$ cat config.mk
export PLATFORM = sky130hd
export DESIGN_NAME = pdp8_bus_target
export DESIGN_NICKNAME = d
export VERILOG_FILES = /design/src/rtl/pdp8_bus_pkg.sv /design/src/rtl/pdp8_bus_ram.sv /design/src/rtl/pdp8_bus_target.sv
export SDC_FILE = /design/constraint.sdc
export NUM_CORES = 1
export LEC_CHECK = 0
export CORE_MARGIN = 2
export CORE_UTILIZATION = 35
export CTS_CLUSTER_SIZE = 25
export DETAILED_ROUTE_END_ITERATION = 10
export PLACE_DENSITY = 0.56
export SYNTH_ARGS = -nofsm -noshare
export SYNTH_HDL_FRONTEND = slang
export SYNTH_HIERARCHICAL = 1
export SYNTH_SLANG_ARGS = --single-unit
$ cat constraint.sdc
create_clock -name clk -period 4.3 [get_ports clk]
set_input_delay 0.43 -clock clk [delete_from_list [all_inputs] [get_ports clk]]
set_output_delay 0.43 -clock clk [all_outputs]
set_load 0.05 [all_outputs]
$ cat src/rtl/pdp8_bus_pkg.sv
// Shared encodings for the PDP-8 nibble bus: beat classes, responder FSM states,
// nibble order and I/O status bit positions.
package pdp8_bus_pkg;

  localparam logic [7:0] LO_MASK   = 8'hC0;
  localparam logic [7:0] LO_VAL    = 8'h80;
  localparam logic [7:0] HI_MASK   = 8'hC0;
  localparam logic [7:0] HI_VAL    = 8'hC0;
  localparam logic [7:0] IO_MASK   = 8'hE8;
  localparam logic [7:0] IO_VAL    = 8'h60;
  localparam logic [7:0] DATA_MASK = 8'h80;
  localparam logic [7:0] DATA_VAL  = 8'h00;

  localparam int         W_BIT = 4;
  localparam logic [1:0] TT_D0 = 2'd0;
  localparam logic [1:0] TT_D1 = 2'd1;
  localparam logic [1:0] TT_D2 = 2'd2;

  localparam int RD_NIB0_LSB = 8;
  localparam int RD_NIB1_LSB = 4;
  localparam int RD_NIB2_LSB = 0;
  localparam int WR_NIB0_LSB = 0;
  localparam int WR_NIB1_LSB = 4;
  localparam int WR_NIB2_LSB = 8;

  localparam int STAT_READY = 0;
  localparam int STAT_SKIP  = 1;
  localparam int STAT_IRQ   = 2;

  typedef enum logic [2:0] {S_IDLE, S_WHI, S_WPOST, S_WD1, S_WD2} state_t;
  typedef enum logic [2:0] {B_LO, B_HI, B_IO, B_DATA, B_BAD} beat_t;

  // Beat index 2'b11 with bit 3 set is not a legal beat of any class.
  function automatic beat_t classify(input logic [7:0] b);
    if ((b & LO_MASK) == LO_VAL) return B_LO;
    if ((b & HI_MASK) == HI_VAL) return B_HI;
    if ((b & IO_MASK) == IO_VAL) return B_IO;
    if (((b & DATA_MASK) == DATA_VAL) && (b[6:5] != 2'b11)) return B_DATA;
    return B_BAD;
  endfunction

endpackage

$ cat src/rtl/pdp8_bus_ram.sv
// Word RAM with synchronous read; the bus commit takes the write port over a host load.
module pdp8_bus_ram #(
  parameter int ADDR_BITS = 7
) (
  input  logic                 clk,
  input  logic                 rd_en,
  input  logic [ADDR_BITS-1:0] rd_addr,
  output logic [11:0]          rd_data,
  input  logic                 bus_we,
  input  logic [ADDR_BITS-1:0] bus_addr,
  input  logic [11:0]          bus_data,
  input  logic                 load_valid,
  input  logic [ADDR_BITS-1:0] load_addr,
  input  logic [11:0]          load_data,
  output logic                 load_ready
);
  logic [11:0] mem [0:(1 << ADDR_BITS) - 1];

  assign load_ready = !bus_we;

  always_ff @(posedge clk) begin
    if (bus_we) mem[bus_addr] <= bus_data;
    else if (load_valid) mem[load_addr] <= load_data;
    if (rd_en) rd_data <= mem[rd_addr];
  end

endmodule

$ cat src/rtl/pdp8_bus_target.sv
// Far-end responder for the PDP-8 nibble bus: decodes CPU beats, serves RAM
// and one I/O device port, and accepts host preloads.
module pdp8_bus_target
  import pdp8_bus_pkg::*;
#(
  parameter int ADDR_BITS = 7
) (
  input  logic                 clk,
  input  logic                 reset_n,
  input  logic [7:0]           bus_out,
  output logic [3:0]           bus_in,
  output logic [5:0]           io_sel,
  output logic [2:0]           io_fn,
  input  logic                 io_ready,
  input  logic                 io_skip,
  input  logic                 irq,
  input  logic [11:0]          io_rd_data,
  output logic                 io_rd_strobe,
  output logic                 io_wr_valid,
  output logic [11:0]          io_wr_data,
  input  logic                 load_valid,
  input  logic [ADDR_BITS-1:0] load_addr,
  input  logic [11:0]          load_data,
  output logic                 load_ready,
  output logic                 proto_err
);
  state_t               state, state_nx;
  beat_t                beat;
  logic                 w_bit;
  logic [1:0]           tt;
  logic [3:0]           nib;
  logic [5:0]           addr_lo;
  logic [ADDR_BITS-1:0] hi_addr, mem_addr;
  logic                 io_cycle, wr_txn;
  logic [11:0]          wr_acc, wr_word, io_word, ram_q, rd_word;
  logic                 err, rd_en, io_start, d0, d1, d2, commit, wr_fire;

  assign beat    = classify(bus_out);
  assign w_bit   = bus_out[W_BIT];
  assign tt      = bus_out[6:5];
  assign nib     = bus_out[3:0];
  assign hi_addr = ADDR_BITS'({bus_out[5:0], addr_lo});
  assign rd_word = io_cycle ? io_word : ram_q;
  assign commit  = d2 && wr_txn && !io_cycle && reset_n;
  assign wr_fire = d2 && wr_txn && io_cycle;

  always_comb begin
    wr_word = wr_acc;
    wr_word[WR_NIB2_LSB +: 4] = nib;
  end

  always_comb begin
    state_nx = state;
    err      = 1'b0;
    bus_in   = '0;
    rd_en    = 1'b0;
    io_start = 1'b0;
    d0       = 1'b0;
    d1       = 1'b0;
    d2       = 1'b0;
    if (beat == B_LO) begin
      state_nx = S_WHI;
      err      = (state != S_IDLE);
    end else begin
      state_nx = S_IDLE;
      unique case (state)
        S_WHI: begin
          if (beat == B_HI) begin
            state_nx = S_WPOST;
            rd_en    = 1'b1;
          end else err = 1'b1;
        end
        S_WPOST: begin
          if (beat == B_IO && !io_cycle) begin
            state_nx = S_WPOST;
            io_start = 1'b1;
            bus_in[STAT_READY] = io_ready;
            bus_in[STAT_SKIP]  = io_skip;
            bus_in[STAT_IRQ]   = irq;
          end else if (beat == B_DATA && tt == TT_D0) begin
            state_nx = S_WD1;
            d0       = 1'b1;
            if (!w_bit) bus_in = rd_word[RD_NIB0_LSB +: 4];
          end else err = 1'b1;
        end
        S_WD1: begin
          if (beat == B_DATA && tt == TT_D1 && w_bit == wr_txn) begin
            state_nx = S_WD2;
            d1       = 1'b1;
            if (!wr_txn) bus_in = rd_word[RD_NIB1_LSB +: 4];
          end else err = 1'b1;
        end
        S_WD2: begin
          if (beat == B_DATA && tt == TT_D2 && w_bit == wr_txn) begin
            d2 = 1'b1;
            if (!wr_txn) bus_in = rd_word[RD_NIB2_LSB +: 4];
          end else err = 1'b1;
        end
        default: err = 1'b1;
      endcase
    end
  end

  always_ff @(posedge clk) begin
    if (!reset_n) begin
      state        <= S_IDLE;
      io_cycle     <= 1'b0;
      wr_txn       <= 1'b0;
      io_sel       <= '0;
      io_fn        <= '0;
      io_wr_data   <= '0;
      io_rd_strobe <= 1'b0;
      io_wr_valid  <= 1'b0;
      proto_err    <= 1'b0;
    end else begin
      state        <= state_nx;
      proto_err    <= err;
      io_rd_strobe <= io_start && !w_bit;
      io_wr_valid  <= wr_fire;
      if (beat == B_LO) io_cycle <= 1'b0;
      if (io_start) begin
        io_cycle <= 1'b1;
        io_sel   <= addr_lo;
        io_fn    <= bus_out[2:0];
      end
      if (d0) wr_txn <= w_bit;
      if (wr_fire) io_wr_data <= wr_word;
    end
  end

  // Datapath captures: address halves, device read word, write nibbles.
  always_ff @(posedge clk) begin
    if (beat == B_LO) addr_lo <= bus_out[5:0];
    if (rd_en) mem_addr <= hi_addr;
    if (io_start && !w_bit) io_word <= io_rd_data;
    if (d0) wr_acc[WR_NIB0_LSB +: 4] <= nib;
    if (d1) wr_acc[WR_NIB1_LSB +: 4] <= nib;
  end

  pdp8_bus_ram #(.ADDR_BITS(ADDR_BITS)) u_ram (
    .clk        (clk),
    .rd_en      (rd_en),
    .rd_addr    (hi_addr),
    .rd_data    (ram_q),
    .bus_we     (commit),
    .bus_addr   (mem_addr),
    .bus_data   (wr_word),
    .load_valid (load_valid),
    .load_addr  (load_addr),
    .load_data  (load_data),
    .load_ready (load_ready)
  );

endmodule
## After elaboration in Yosys (flattened, before gate mapping)

Memories as Yosys holds them, arrays and structs flattened. A register that Yosys moved wholly into a read port is not among the register bits.
Cells that the tools add are included.

- Memories kept: 1
- Logic and storage cells: 121
- RAM bits: 1536
- Input port bits: 45
- Bits in registers: 62
- Output and inout bits: 29

Memory list:

| memory | depth | bits a word | rd ports | clocked after memory_dff | wr ports | line | RTL |
|---|---|---|---|---|---|---|---|
| u_ram.mem | 128 | 12 | 1 | 1 | 1 | pdp8_bus_ram.sv:17 | `logic [11:0] mem [0:(1 << ADDR_BITS) - 1];` |

- Muxes and demuxes: 68
- Reduce and logical (&&, ||, !) cells: 22
- Bitwise logic cells: 1
- Eq/ne operators: 14

Operator list:

| operator | number |
|---|---|
| 2-to-1 mux 1 bit | 42 |
| 2-to-1 mux 3 bit | 10 |
| 2-to-1 mux 4 bit | 7 |
| 2-to-1 mux 12 bit | 2 |
| equality test 3 x 2 -> 1 bit (second input constant) | 4 |
| logical AND 1 bit | 12 |
| one-hot mux 4 bit (3 select lines) | 1 |
| OR reduction 12 bit | 1 |
| one-hot mux 3 bit (3 select lines) | 1 |
| zero test 8 bit | 1 |
| 2-to-1 mux 7 bit | 1 |
| equality test 2 bit (second input constant) | 3 |
| equality test 3 x 1 -> 1 bit (second input constant) | 2 |
| 2-to-1 mux 2 bit | 3 |
| equality test 4 x 3 -> 1 bit (second input constant) | 1 |
| one-hot mux 1 bit (4 select lines) | 1 |
| equality test 3 bit (second input constant) | 1 |
| zero test 1 bit | 3 |
| zero test 3 bit | 1 |
| nonzero test 3 bit | 1 |
| equality test 2 x 1 -> 1 bit (second input constant) | 1 |
| zero test 2 bit | 1 |
| inequality test 2 bit (second input constant) | 1 |
| nonzero test 2 bit | 1 |
| other kinds (3) | 3 |

## Longest topological paths before layout

- Depth after elaboration: 25
- Mapped depth: 10
- Depth with buffers taken out: 7

## By module

The synthesis kept the hierarchy.

By module, submodules not included:

| module | cells each | sequential area each (sq um) | area an instance (sq um) | instances |
|---|---|---|---|---|
| pdp8_bus_ram | 2394 | 46484.6 | 59564.6 | 1 |
| pdp8_bus_target | 197 | 1571.5 | 2448.6 | 1 |

## Least setup slack after synthesis

OpenSTA, ideal clock, no wires.

- Path kind: in2reg
- From: input bus_out[4]
- To: memory u_ram.mem[0][10] (data pin)
- Arrival: 3.648 ns
- Buffers on the path: 4
- Data required time: 3.922 ns
- Library setup time: 0.378 ns
- Path slack: 0.274 ns
- Cell stages on the path: 9
- Cells stage by stage: clkbuf_2 > and2_1 > nand3_1 > nor3_1 > nand2b_1 > clkbuf_1 > clkbuf_1 > buf_1 > mux2_2

- Word-level cells in the longest chain between the ends: 12

RTL lines:

| item | line | RTL |
|---|---|---|
| start: declaration | pdp8_bus_target.sv:10 | `input logic [7:0] bus_out,` |
| equality test 1 bit | pdp8_bus_target.sv:94 | `if (beat == B_DATA && tt == TT_D2 && w_bit == wr_txn) begin` |
| logical AND 1 bit | pdp8_bus_target.sv:94 |  |
| 2-to-1 mux 1 bit | pdp8_bus_target.sv:94 |  |
| 2-to-1 mux 1 bit | pdp8_bus_target.sv:66 | `unique case (state)` |
| 2-to-1 mux 1 bit | pdp8_bus_target.sv:61 | `if (beat == B_LO) begin` |
| logical AND 1 bit (3 in series) | pdp8_bus_target.sv:44 | `assign commit = d2 && wr_txn && !io_cycle && reset_n;` |
| net commit | pdp8_bus_target.sv:36 | `logic err, rd_en, io_start, d0, d1, d2, commit, wr_fire;` |
| 2-to-1 mux 1 bit | pdp8_bus_ram.sv:22 | `if (bus_we) mem[bus_addr] <= bus_data;` |
| 2-to-1 mux 1 bit (implied by the code) | pdp8_bus_ram.sv:23 | `else if (load_valid) mem[load_addr] <= load_data;` |
| OR reduction 12 bit (no line) | n/a |  |
| 2-to-1 mux 12 bit (no line) | n/a |  |
| end: declaration | pdp8_bus_ram.sv:17 |  |

The timed path passes the listed nets, and every way through them passes these cells.

==> impl_results.md <==
* Outcome: completed
* Mean post-synth cell area at 23.9 µm²
* Synth Cell Area at 0.0620 mm²
* Core area at 0.176 mm²
* Worst r2r src: addr_lo[0]
* Startpoint of the worst hold path: bus_out[0]
* Max Fclk at 252 MHz
* CP Capture Type: flop
* Die Width at 425 µm
* Gr usage total at 16.8%
* DRC viols at 0
* CTS sink cnt at 1610
* H-tree level count at 4
* Vias at 28669
* Most used cell, CP: mux4_2
* Final min period at 3970 ps
* Vias in the first global route at 29389
* Drt first-iter violations at 3247
* Vias per Instance at 5.31
* Largest net degree at the start of global routing at 129
* Hold Fails Final Rpt at 0
* Clock latency on the worst-skew pair at 800 ps
* Netlist cell types at 39
* Main synth FF type: edfxtp_1
* Hold depth at 1
* Clock Skews at 29.9 ps
* Hold-fix buffers, CTS at 0
* Num CTS Buffers at 160
* FF/Latch Area at 0.0481 mm²
* Crit-path cells: buf_12 -> buf_12 -> mux4_2 -> mux4_2 -> mux4_2 -> mux2_2
* PwrDens at 457 mW/mm²
* Pre-CTS setup slack at -165 ps
* RePlAce Congestion at 0.822
* Initial antenna violation count at 18
* Delay-heaviest family, CP: multiplexers
* Reg2Reg Setup Slack at 330 ps
* Met2 usage at 27.3%
* Crit path arrival time at 4500 ps
* Setup TNS at 0 ps
* Worst Hold Endpoint: wr_acc[4]
* Peak VDD IR at 0.000355 V
* # rows at 154
* Setup Crit Path Kind: reg2reg
* Slew Limit Fails at 0
* Layout cells sized above 1 at 33.4%
* Crit-path max FO at 36
* Max clock buf depth at 3
* FF-to-FF End: u_ram/rd_data[2]
* CTS tree: done
* M1 GR Usage at 23.3%
* GRT Residual Overflow at 0
* DP Area at 0.0673 mm²
* First-pass GRT wire length at 218000 µm
* Final worst slack at 330 ps
* Async S/R FF share, synth at 0%
* Fillers at 15097
* Final Cell Area at 0.0726 mm²
* Post-CTS Setup Bufs at 0
* Final nets at 2972
* Hpwl dp at 94800 µm
* Avg WL per Cell at 28.1 µm
* Initial Utilization at 35.2%
* Worst Hold Class: in2reg
* Die Footprint at 0.181 mm²
* Final Cycle Share at 92.3%
* Commonest cells after routing, fill and taps aside: edfxtp_1, mux4_2, buf_4, clkbuf_16, nor2_1
* Post-CTS resize count at 0
* Port bufs at 73
* Synth Instances at 2591
* Max_cap viols at 0
* Setup violators final at 0
* Routed WL at 152000 µm
* Yosys warns at 6
* Worst-margin pin slew at 1280 ps
* Area of the multi-input gates at 0.0133 mm²
* Busiest grt layer: met2
* Synthesis-to-finish area growth at 17.0%
* Post-synthesis sequential area ratio at 77.5%
* Clock root buffer: clkbuf_16
* Worst slew margin at 14.1%
* Reg clk slew, reported paths at 60 ps
* Yosys reg bits at 1610
* Unrepaired setup endpoints after global routing: false
* Post-Syn Nets at 2636
* CP Launch Type: flop
* Lkg Pwr at 0.0226 µW
* Slowest cell on the critical path: edfxtp_1
* Bufs and invs on worst path at 2
* EDFF count, synth at 1581
* Global Route met3 Usage at 2.80%
* Most common cell after layout, fill and taps aside: edfxtp_1
* First-pass iteration count of the detailed router at 5
* Worst-case reg-to-reg path depth at 6
* Slowest stage delay, CP at 760 ps
* Detail Route Antenna Nets at 0
* I/O pin total at 74
* Critical Path RT at 4820 ps
* Die Ht at 425 µm
[cell type report]
cell class                 instances  area share [%]
clock buffer                     188            5.84
clock inverter                   102            1.32
multi-input combinational        832            18.4
sequential                      1610            66.2
antenna                            4          0.0138
inverter                          12          0.0621
tap                             2340            4.04
timing repair buffer             311            4.14
[cells in the mapped netlist (2+ instances only)]
master	number	area, µm²
inv_1	12	45.0
a31o_2	6	52.6
mux2_2	34	383
o22ai_1	3	18.8
buf_4	13	97.6
mux4_2	504	11400
nor4bb_1	4	40.0
o21ai_0	13	65.1
mux2i_1	20	200
a21oi_1	3	15.0
nand2b_1	2	12.5
nand4_1	9	56.3
edfxtp_1	1581	47500
nor3_1	7	35.0
buf_6	6	67.6
buf_2	30	150
nor2_1	147	552
dfxtp_1	29	581
clkbuf_2	2	10.0
nor4b_1	2	17.5
and4bb_4	2	32.5
nand3_1	28	140
clkbuf_1	70	263
buf_1	16	60.1
nand2_1	31	116
a221o_1	4	40.0
[where the power goes]
group	internal, µW	switching (µW)
combinational	844	1180
clock	7960	5850
sequential	17300	22.8
total	26100	7060
[through the flow]
| stage | total power, µW | util, % | hold slack (ps) | instances |
|---|---|---|---|---|
| after floorplan | 18800 | - | 443 | 2591 |
| after global placement | 19700 | 38.2 | 456 | 5105 |
| after detailed placement | 19700 | 38.2 | 476 | 5105 |
| after CTS | 33500 | 41.2 | 52.0 | 5395 |
| after global routing | 34100 | 41.2 | 79.4 | 5395 |
| final | 33200 | 41.2 | 110 | 5399 |
[worst max-delay path by stage]
stage	slack (ps)	end	start	depth (start not counted)
finish	330	u_ram/rd_data[2]	addr_lo[0]	6
global route	190	u_ram/mem[10][0]	state[1]	7
CTS	290	u_ram/rd_data[6]	addr_lo[0]	6
detailed placement	-170	u_ram/mem[10][3]	bus_out[6]	8
global placement	-20	u_ram/mem[14][3]	bus_out[6]	8
floorplan	270	u_ram/mem[0][10]	bus_out[4]	9
[state kept, by name, indices dropped and copies added, names as in the netlist]
register       flops
io_wr_valid        1
wr_txn             1
mem_addr           7
io_cycle           1
addr_lo            6
state              3
io_wr_data        12
io_fn              3
io_rd_strobe       1
u_ram/mem       1536
wr_acc             8
io_word           12
proto_err          1
u_ram/rd_data     12
io_sel             6
[layer usage]
metal  up-vias  part of all wire [%]
met4         0                   2.4
met1     15787                    42
li1      11803                     -
met5         -                     0
met2       901                    49
met3       178                   5.9
[cells by family after synthesis]
kind of cell	share of synthesized area, %
compound gates	0.335
xor+xnor	0.0141
buf+inv	1.12
flops	77.5
mux	19.2
simple gates	1.80
Power figures use the tool's default switching activity.
==> RTL change, RTL diff (same settings) <==
Register the output `proto_err` once more, cleared by the reset; this adds one clock of latency there. The other outputs are not delayed to match.
--- a/src/rtl/pdp8_bus_target.sv
+++ b/src/rtl/pdp8_bus_target.sv
@@ -26,2 +26,4 @@
 );
+
+  logic proto_err_s0;
   state_t               state, state_nx;
@@ -113,6 +115,6 @@
       io_wr_valid  <= 1'b0;
-      proto_err    <= 1'b0;
+      proto_err_s0 <= 1'b0;
     end else begin
       state        <= state_nx;
-      proto_err    <= err;
+      proto_err_s0 <= err;
       io_rd_strobe <= io_start && !w_bit;
@@ -153,2 +155,10 @@
 
+  always_ff @(posedge clk) begin
+    if (!reset_n) begin
+      proto_err <= '0;
+    end else begin
+      proto_err <= proto_err_s0;
+    end
+  end
+
 endmodule
Check against the original RTL: not settled (the Yosys comparison gave no result); the edit may change what the design does.
==> RTL change against the original RTL <==
  * Routed wire length up 2.7%
  * Global-route usage up 0.47 points
  * Area after synthesis about the same
  * Power down 1.3%
  * Worst setup slack worse by 0.0041 ns
  * Cell area down 0.43%
  * Sequential cell count up 1
  * Clock skew up 0.014 ns
==> RTL change: results (changes against the original RTL) <==
status -> completed
routed wire length -> 156000 um (+2.7%)
Met2 Wirelength -> 74100 um (-1.1%)
GR Util met3 -> 4.02% (+1.2 points)
Worst Clk Skew -> 0.0442 ns (+0.0143 ns)
met3 wire length -> 13100 um (+45%)
clk_lat worst skew -> 0.81 ns
Placed Area -> 67200 sq um (-0.17%)
multiplexer share of the synthesized area -> 19.2% (about the same)
initial DRC count -> 3248 (+0.031%)
layout cells sized above 1 -> 32.6% (-0.84 points)
highest metal used -> met5
dpl ws -> -0.229 ns (-0.0637 ns)
ranking of synthesized cells by area -> edfxtp_1, mux4_2, dfxtp_1
WL met1 -> 63700 um (-0.88%)
P_leak -> 22.4 nW (-1.0%)
Cells after DPL -> 5102 (-0.059%)
drt first pass iters -> 6 (+1)
Netlist cell types -> 41 (+5.1%)
clock tree buffer depth -> 3 (unchanged)
Post-Synth Adder-Cell Area -> 0% (unchanged)
Filler cells -> 15185 (+0.58%)
Syn Inst Count -> 2594 (+0.12%)
PD cells -> 453 nW/um^2 (-0.83%)
number of max-cap violations -> 0 (unchanged)
detailed placer's ending HPWL -> 96300 um (+1.6%)
maximum vdd ir drop -> 0.000414 V (+17%)
CTS Buf Count -> 162 (+1.3%)
Final GP Congestion -> 0.819 (-0.33%)
final std cells w/o fill -> 5391 (-0.15%)
Critical Path AT -> 4.39 ns (-0.11 ns)
initial antenna violation count -> 15 (-3)
Seq/Total Area, Yosys -> 77.5% (about the same)
CP Max Fanout -> 12 (-67%)
Least-Margin Pin Slew -> 1.26 ns (-0.0234 ns)
nets -> 2971 (-0.034%)
Synth Area in XOR/XNOR -> 0.0141% (about the same)
M1 GR Usage -> 23.9% (+0.51 points)
first-pass GRT wire length -> 220000 um (+1.3%)
postcts setup bufs -> 0 (unchanged)
HP Class -> input port to flip-flop
Synth Area in Compound Gates -> 0.347% (+0.012 points)
Synth Warn # -> 6 (unchanged)
top post-synthesis cells by count -> edfxtp_1, mux4_2, nor2_1
routing usage on met2 -> 27.0% (-0.35 points)
total track usage -> 17.3% (+0.47 points)
Vias -> 28916 (+0.86%)
[RTL change: cell count changes after synthesis, sizes merged, moves of 2 or more]
| cell | unedited run | this run |
|---|---|---|
| mux2 | 34 | 27 |
| mux2i | 20 | 27 |
| inv | 12 | 7 |
| nor3 | 8 | 3 |
| a221o | 4 | 0 |
| nor2 | 148 | 152 |
| a211o | 0 | 3 |
| o21ai | 13 | 16 |
| o22ai | 3 | 0 |
| o32ai | 0 | 3 |
| a21oi | 3 | 1 |
| and2 | 1 | 3 |
| nand4b | 0 | 2 |
[RTL change: worst paths after layout]
kind,endpoint,depth (start not counted),slack [ns],from
min reg2reg,proto_err,1,0.45,proto_err_s0
max reg2reg,u_ram/mem[29][7],9,0.33,state[0]
min,io_word[2],1,0.17,io_rd_data[2]
max,u_ram/mem[29][7],9,0.33,state[0]
[RTL change: where the power goes]
| part | leakage [nW] | internal [mW] | switching, mW |
|---|---|---|---|
| registers | 14.5 | 17.3 | 0.0223 |
| clock network | 2.44 | 7.45 | 5.92 |
| logic | 5.48 | 0.830 | 1.21 |
[RTL change: cells by family (layout without fill, tap and decap cells)]
group	Yosys count	in the layout
AND/OR/NAND/NOR	246	246
flip-flops	1611	1611
buffers and inverters	146	600
AO/OA/AOI/OAI	32	32
multiplexers	558	558
XOR/XNOR	1	1
other	0	3
[RTL change: layout make-up]
class                      instances  area share, %
clock buffer                     194           5.84
timing repair buffer             307           4.02
antenna                            3         0.0104
multi-input combinational        837           18.4
sequential                      1611           66.6
inverter                           7         0.0364
clock inverter                    92           1.08
tap                             2340           4.05
[RTL change: critical path: stages, from the launching register on]
cell      delay [ns]
dfxtp_1         0.38
nor2_1          0.34
nand3_1         0.12
nor3_1          0.66
nand2b_2        0.39
buf_4           0.21
mux2i_1         0.19
buf_4           0.13
nand2_1         0.15
nor2_1          0.99
